File: config.mk
export PLATFORM = sky130hd
export DESIGN_NAME = uart_rx_alu_framer
export DESIGN_NICKNAME = d
export VERILOG_FILES = /design/src/rtl/uart_pkg.sv /design/src/rtl/uart_gap_timer.sv /design/src/rtl/uart_rx_alu_framer.sv
export SDC_FILE = /design/constraint.sdc
export NUM_CORES = 1
export LEC_CHECK = 0
export BUFFER_PORTS_ARGS = -buffer_cell sky130_fd_sc_hd__buf_2
export CORE_ASPECT_RATIO = 1.75
export CORE_MARGIN = 5
export CORE_UTILIZATION = 50
export CTS_CLUSTER_DIAMETER = 150
export DETAILED_ROUTE_END_ITERATION = 7
export GPL_ROUTABILITY_DRIVEN = 0
export HOLD_SLACK_MARGIN = 0.02
export PLACE_DENSITY_LB_ADDON = 0.2
export SLEW_MARGIN = 20
export SYNTH_ARGS = -nofsm -noshare
export SYNTH_HDL_FRONTEND = slang
export SYNTH_SLANG_ARGS = --single-unit
File: constraint.sdc
create_clock -name i_clk -period 1.95 [get_ports i_clk]
set_input_delay 0.2925 -clock i_clk [delete_from_list [all_inputs] [get_ports i_clk]]
set_output_delay 0.2925 -clock i_clk [all_outputs]
set_load 0.01 [all_outputs]
File: src/rtl/uart_pkg.sv
// uart_pkg: shared definitions for the UART receive/transmit framing path.
//   IDLE / COLLECT    : framer state encodings
//   err_code_t, ERR_* : error cause codes reported with o_err
//   frame_bytes()     : bytes in one ALU command frame (A, B, opcode)
package uart_pkg;

    localparam logic IDLE    = 1'b0;
    localparam logic COLLECT = 1'b1;

    typedef logic [1:0] err_code_t;

    localparam err_code_t ERR_NONE    = 2'b00;
    localparam err_code_t ERR_TIMEOUT = 2'b01;
    localparam err_code_t ERR_FRAME   = 2'b10;
    localparam err_code_t ERR_OVERRUN = 2'b11;

    function automatic int unsigned frame_bytes(input int unsigned op_bytes);
        return 2 * op_bytes + 1;
    endfunction

endpackage

File: src/rtl/uart_gap_timer.sv
// uart_gap_timer: saturating idle-gap counter.
//   i_clk, i_rst : clock, synchronous active-low reset
//   i_clear      : restart the gap (priority over i_en)
//   i_en         : count one idle cycle
//   o_expire     : high in the idle cycle that brings the gap to TIMEOUT_CYC
// TIMEOUT_CYC = 0 disables expiry entirely.
module uart_gap_timer #(
    parameter int unsigned TIMEOUT_CYC = 100000
) (
    input  logic i_clk,
    input  logic i_rst,
    input  logic i_clear,
    input  logic i_en,
    output logic o_expire
);

    localparam int unsigned CNT_W = (TIMEOUT_CYC > 0) ? $clog2(TIMEOUT_CYC + 1) : 1;
    localparam logic [CNT_W-1:0] LIMIT = CNT_W'(TIMEOUT_CYC);
    localparam logic [CNT_W-1:0] LAST  = (TIMEOUT_CYC > 0) ? CNT_W'(TIMEOUT_CYC - 1) : '0;

    logic [CNT_W-1:0] r_cnt;

    always_ff @(posedge i_clk) begin
        if (!i_rst) begin
            r_cnt <= '0;
        end else if (i_clear) begin
            r_cnt <= '0;
        end else if (i_en && (r_cnt != LIMIT)) begin
            r_cnt <= r_cnt + CNT_W'(1);
        end
    end

    // Fires combinationally on the idle cycle whose increment would reach
    // TIMEOUT_CYC, so the owner reacts on that same edge.
    assign o_expire = (TIMEOUT_CYC != 0) && i_en && (r_cnt == LAST);

endmodule

File: src/rtl/uart_rx_alu_framer.sv
// uart_rx_alu_framer: packs received UART bytes into one ALU command frame
// (operand A, operand B, opcode; operands little-endian) and presents it in
// a one-entry output slot with a valid/ready handshake.
//   i_clk, i_rst   : clock, synchronous active-low reset
//   i_data         : received byte, valid with i_done_data
//   i_done_data    : byte-received strobe
//   i_rx_err       : receiver framing/parity error strobe
//   i_ready        : ALU accepts the slot this cycle
//   o_a, o_b, o_op : command slot contents
//   o_valid        : slot occupied
//   o_err          : one-cycle error pulse, cause in o_err_code (held)
//   o_busy         : a frame is partially collected
module uart_rx_alu_framer
    import uart_pkg::*;
#(
    parameter int unsigned DBIT        = 8,
    parameter int unsigned OP_BYTES    = 2,
    parameter int unsigned TIMEOUT_CYC = 100000
) (
    input  logic                     i_clk,
    input  logic                     i_rst,
    input  logic [DBIT-1:0]          i_data,
    input  logic                     i_done_data,
    input  logic                     i_rx_err,
    input  logic                     i_ready,
    output logic [OP_BYTES*DBIT-1:0] o_a,
    output logic [OP_BYTES*DBIT-1:0] o_b,
    output logic [DBIT-1:0]          o_op,
    output logic                     o_valid,
    output logic                     o_err,
    output logic [1:0]               o_err_code,
    output logic                     o_busy
);

    localparam int unsigned FRAME_BYTES = frame_bytes(OP_BYTES);
    localparam int unsigned OP_W        = OP_BYTES * DBIT;
    localparam int unsigned IDX_W       = $clog2(FRAME_BYTES);
    localparam logic [IDX_W-1:0] IDX_LAST = IDX_W'(FRAME_BYTES - 1);

    logic             r_state;
    logic [IDX_W-1:0] r_idx;
    logic [OP_W-1:0]  r_sh_a;
    logic [OP_W-1:0]  r_sh_b;
    logic [OP_W-1:0]  r_a;
    logic [OP_W-1:0]  r_b;
    logic [DBIT-1:0]  r_op;
    logic             r_valid;
    logic             r_err;
    err_code_t        r_err_code;

    logic w_collect;
    logic w_strobe;
    logic w_slot_free;
    logic w_expire;

    assign w_collect   = (r_state == COLLECT);
    // An error in the same cycle as a byte discards that byte.
    assign w_strobe    = i_done_data & ~i_rx_err;
    assign w_slot_free = ~r_valid | i_ready;

    uart_gap_timer #(
        .TIMEOUT_CYC(TIMEOUT_CYC)
    ) u_gap_timer (
        .i_clk   (i_clk),
        .i_rst   (i_rst),
        .i_clear (~w_collect | i_done_data | i_rx_err),
        .i_en    (w_collect & ~i_done_data & ~i_rx_err),
        .o_expire(w_expire)
    );

    // Shadow capture: r_idx is 0 in IDLE, so the first byte lands at index 0.
    always_ff @(posedge i_clk) begin
        if (!i_rst) begin
            r_sh_a <= '0;
            r_sh_b <= '0;
        end else if (w_strobe) begin
            for (int unsigned k = 0; k < OP_BYTES; k++) begin
                if (r_idx == IDX_W'(k))
                    r_sh_a[DBIT*k +: DBIT] <= i_data;
                if (r_idx == IDX_W'(k + OP_BYTES))
                    r_sh_b[DBIT*k +: DBIT] <= i_data;
            end
        end
    end

    always_ff @(posedge i_clk) begin
        if (!i_rst) begin
            r_state    <= IDLE;
            r_idx      <= '0;
            r_a        <= '0;
            r_b        <= '0;
            r_op       <= '0;
            r_valid    <= 1'b0;
            r_err      <= 1'b0;
            r_err_code <= ERR_NONE;
        end else begin
            r_err <= 1'b0;
            // Consumption; a load later in this block takes precedence.
            if (r_valid && i_ready)
                r_valid <= 1'b0;

            if (r_state == IDLE) begin
                if (i_rx_err) begin
                    r_err      <= 1'b1;
                    r_err_code <= ERR_FRAME;
                end else if (i_done_data) begin
                    r_state <= COLLECT;
                    r_idx   <= IDX_W'(1);
                end
            end else begin
                if (i_rx_err) begin
                    r_state    <= IDLE;
                    r_idx      <= '0;
                    r_err      <= 1'b1;
                    r_err_code <= ERR_FRAME;
                end else if (i_done_data) begin
                    if (r_idx == IDX_LAST) begin
                        r_state <= IDLE;
                        r_idx   <= '0;
                        if (w_slot_free) begin
                            // Opcode bypasses the shadows; operands are complete.
                            r_a     <= r_sh_a;
                            r_b     <= r_sh_b;
                            r_op    <= i_data;
                            r_valid <= 1'b1;
                        end else begin
                            r_err      <= 1'b1;
                            r_err_code <= ERR_OVERRUN;
                        end
                    end else begin
                        r_idx <= r_idx + IDX_W'(1);
                    end
                end else if (w_expire) begin
                    r_state    <= IDLE;
                    r_idx      <= '0;
                    r_err      <= 1'b1;
                    r_err_code <= ERR_TIMEOUT;
                end
            end
        end
    end

    assign o_a        = r_a;
    assign o_b        = r_b;
    assign o_op       = r_op;
    assign o_valid    = r_valid;
    assign o_err      = r_err;
    assign o_err_code = r_err_code;
    assign o_busy     = w_collect;

endmodule

==> results.py <==
metrics = {
    "status": {
        "status": "complete, no violations",
    },
    "logic_synthesis": {
        "syn_inst": 482,
        "synth_nets": 502,
        "yosys_most_used_dff": "dfxtp_1",
        "syn_area_per_cell_um2": 8.03,
        "yosysTopAreaCell": "dfxtp_1",
        "synth_top_family_by_area": "simple AND/OR/NAND/NOR gates",
        "ys_top_cells_by_area": "dfxtp_1, nand2_1, a21oi_1",
        "synth_common_cells": "nand2_1, dfxtp_1, a21oi_1",
        "synthMuxAreaShare_pct": 0.517,
        "synthAdderAreaFrac_pct": 2.26,
        "synth.most_common_cell": "nand2_1",
        "yosys.area_share.xor_xnor_pct": 1.58,
        "synth_edf_count": 0,
        "yosys.area.top_type_share_pct": 50.2,
        "synth_compound_area_share_pct": 14.0,
        "yosysSeqAreaShare_pct": 50.2,
        "yosysWarnings": 0,
        "ys_ff_latch": 97,
        "synth-simple-area-share_pct": 27.5,
        "synthArstFlopShare_pct": 0,
        "netlist_area_um2": 3870,
        "synth_cell_types": 40,
    },
    "global_routing": {
        "grt_usage_pct": 18.8,
        "grtUsageMet2_pct": 32.9,
        "antenna_found_initial": 0,
        "gr-usage-met1_pct": 20.6,
        "grt_pass1_wl_mm": 14.8,
        "grt_overflow": 0,
        "grt_max_degree": 77,
        "met3_usage_pct": 3.40,
        "grt_pass1_vias": 3131,
        "busiest_layer": "met2",
    },
    "final_layout": {
        "multi_input_area_um2": 1780,
        "utilization_pct": 60.6,
        "drive_gt1_share_pct": 17.3,
        "final_area_um2": 4580,
        "syn_to_final_growth_pct": 18.5,
        "fill_cells": 693,
        "regArea_um2": 1940,
        "diodes": 0,
        "nets": 557,
    },
    "flow_run": {
        "cap_violations": 0,
    },
    "clocking": {
        "clk_path_buf_depth": 2,
        "cts.sinks": 97,
        "hold_buffers": 0,
        "cts_setup_buffers": 0,
        "cts_tree": "done",
        "clock_tree.root_cell": "clkbuf_16",
        "insertion_delay_ns": 0.34,
        "numCtsBuffers": 9,
        "cts_resized": 0,
        "clkSlewWorstSetupHoldPaths_ns": 0.06,
        "h-tree-depth": 3,
    },
    "routing": {
        "drcViolationCount": 0,
        "route.vias.total": 3395,
        "drtAntennaViolNets": 0,
        "drtPass1Iterations": 4,
        "post_drt_wl_per_cell_um": 14.0,
        "drt-initial-drc-count": 307,
        "drt-vias-per-instance": 5.39,
        "routed_wl_mm": 8.81,
    },
    "setup_path": {
        "crit_fanout": 5,
        "critPathArrivalTime_ns": 1.93,
        "cp_top_family": "simple AND/OR/NAND/NOR gates",
        "endpoint_kind": "flip-flop",
        "critical_path.cell_chain": "ha_1 -> nand4_1 -> buf_4 -> nor4_4 -> nand3_1 -> mux2i_1",
        "criticalPathCategory": "flip-flop to flip-flop",
        "cp-start-kind": "flip-flop",
        "crit_required_ns": 2.18,
        "slowest_delay_ns": 0.39,
        "cp_slowest_cell": "dfxtp_1",
        "critPathBufInv": 1,
    },
    "sta": {
        "min_period_ns": 1.70,
        "max_freq_mhz": 587,
        "hold_ws_ns": 0.243,
        "fin_crit_sh_pct": 87.3,
        "hold_viol": 0,
        "maxSlewViolCount": 0,
        "relSlewSlack_pct": 75.9,
        "worst_pin_slew_ns": 0.360,
        "rsz0062_at_grt": "no",
        "setup_violations": 0,
        "clock_skew_ns": 0.00450,
        "finalSetupTns_ns": 0,
    },
    "power_and_ir_drop": {
        "leakagePower_nw": 1.69,
        "vdd_drop_max_mv": 0.467,
        "p_per_area_nw_per_um2": 849,
        "finalPower_mw": 3.89,
    },
    "floorplan": {
        "die_area_um2": 9670,
        "initial_core_util_pct": 51.1,
        "die_h_um": 126,
        "row_count": 42,
        "io_pins": 58,
        "placeableCoreArea_um2": 7570,
        "chipWidth_um": 76.5,
    },
    "placement": {
        "dpl.hpwl_mm": 6.35,
        "portBuffers": 57,
        "placed_cell_area_um2": 4290,
    },
    "min_path": {
        "min_path_type": "primary input to flip-flop",
    },
}
[cell families (layout without fill, tap and decap cells)]
family / Yosys count / after routing
buffers and inverters: 35 / 95
adders and majority gates: 7 / 7
DFF: 97 / 97
and+or+nand+nor: 233 / 233
muxes: 2 / 2
xor gates and xnor gates: 7 / 7
AOI/OAI and AO/OA: 101 / 101
[final timing paths]
check / startpoint / end / slack [ns] / cells after the start
worst max-delay path: u_gap_timer.r_cnt[0]$_SDFFE_PP0P_ / u_gap_timer.r_cnt[16]$_SDFFE_PP0P_ / 0.25 / 6
worst min-delay path: i_data[7] / r_sh_a[7]$_SDFFE_PN0P_ / 0.24 / 3
worst max register to register: u_gap_timer.r_cnt[0]$_SDFFE_PP0P_ / u_gap_timer.r_cnt[16]$_SDFFE_PP0P_ / 0.25 / 6
worst min register to register: o_b[6]$_SDFFE_PN0P_ / o_b[6]$_SDFFE_PN0P_ / 0.45 / 2
[metrics by stage]
step | instances | setup WS (ns)
2_1_floorplan | 482 | 0.245
3_3_place_gp | 614 | 0.242
3_5_place_dp | 614 | 0.210
4_1_cts | 630 | 0.224
5_1_grt | 630 | 0.0589
6_report | 630 | 0.247
[power breakdown]
part / total (mW) / switching, mW / internal, mW
registers: 2.01 / 0.0116 / 2.00
clock network: 1.75 / 0.715 / 1.03
logic: 0.136 / 0.0927 / 0.0435
total: 3.89 / 0.819 / 3.07
[per-layer routing]
layer	up-vias	part of all wire [%]
met1	1575	39
met2	66	54
met4	0	4.0
met5	-	0
met3	22	3.8
li1	1732	-
[sequential cells by signal, summed over array words and instances (netlist names)]
| register | count |
|---|---|
| o_busy | 1 |
| r_sh_b | 16 |
| o_err | 1 |
| u_gap_timer.r_cnt | 17 |
| o_b | 16 |
| o_a | 16 |
| r_idx | 3 |
| o_valid | 1 |
| r_sh_a | 16 |
| o_err_code | 2 |
| o_op | 8 |
[cells in the final DEF (no fill, tap or decap), drive strengths merged, types with 5 or more instances in the layout]
| master | n |
|---|---|
| a21oi | 82 |
| and2 | 5 |
| buf | 71 |
| clkbuf | 12 |
| dfxtp | 97 |
| ha | 7 |
| inv | 9 |
| nand2 | 151 |
| nand3 | 21 |
| nand4 | 6 |
| nor2 | 17 |
| o21ai | 7 |
| or4 | 5 |
[area by class of cell]
type	count	share of cell area [%]
Inverter	8	0.655
Multi-Input combinational cell	350	38.7
Clock buffer	12	5.38
Timing Repair Buffer	71	9.34
Clock inverter	4	1.12
Tap cell	88	2.40
Sequential cell	97	42.4
[worst register-to-register path, stage by stage, from the launching register on]
cell	delay, ns
dfxtp_1	0.39
ha_1	0.18
nand4_1	0.24
buf_4	0.24
nor4_4	0.26
nand3_1	0.14
mux2i_1	0.13
Power figures use the tool's default switching activity.
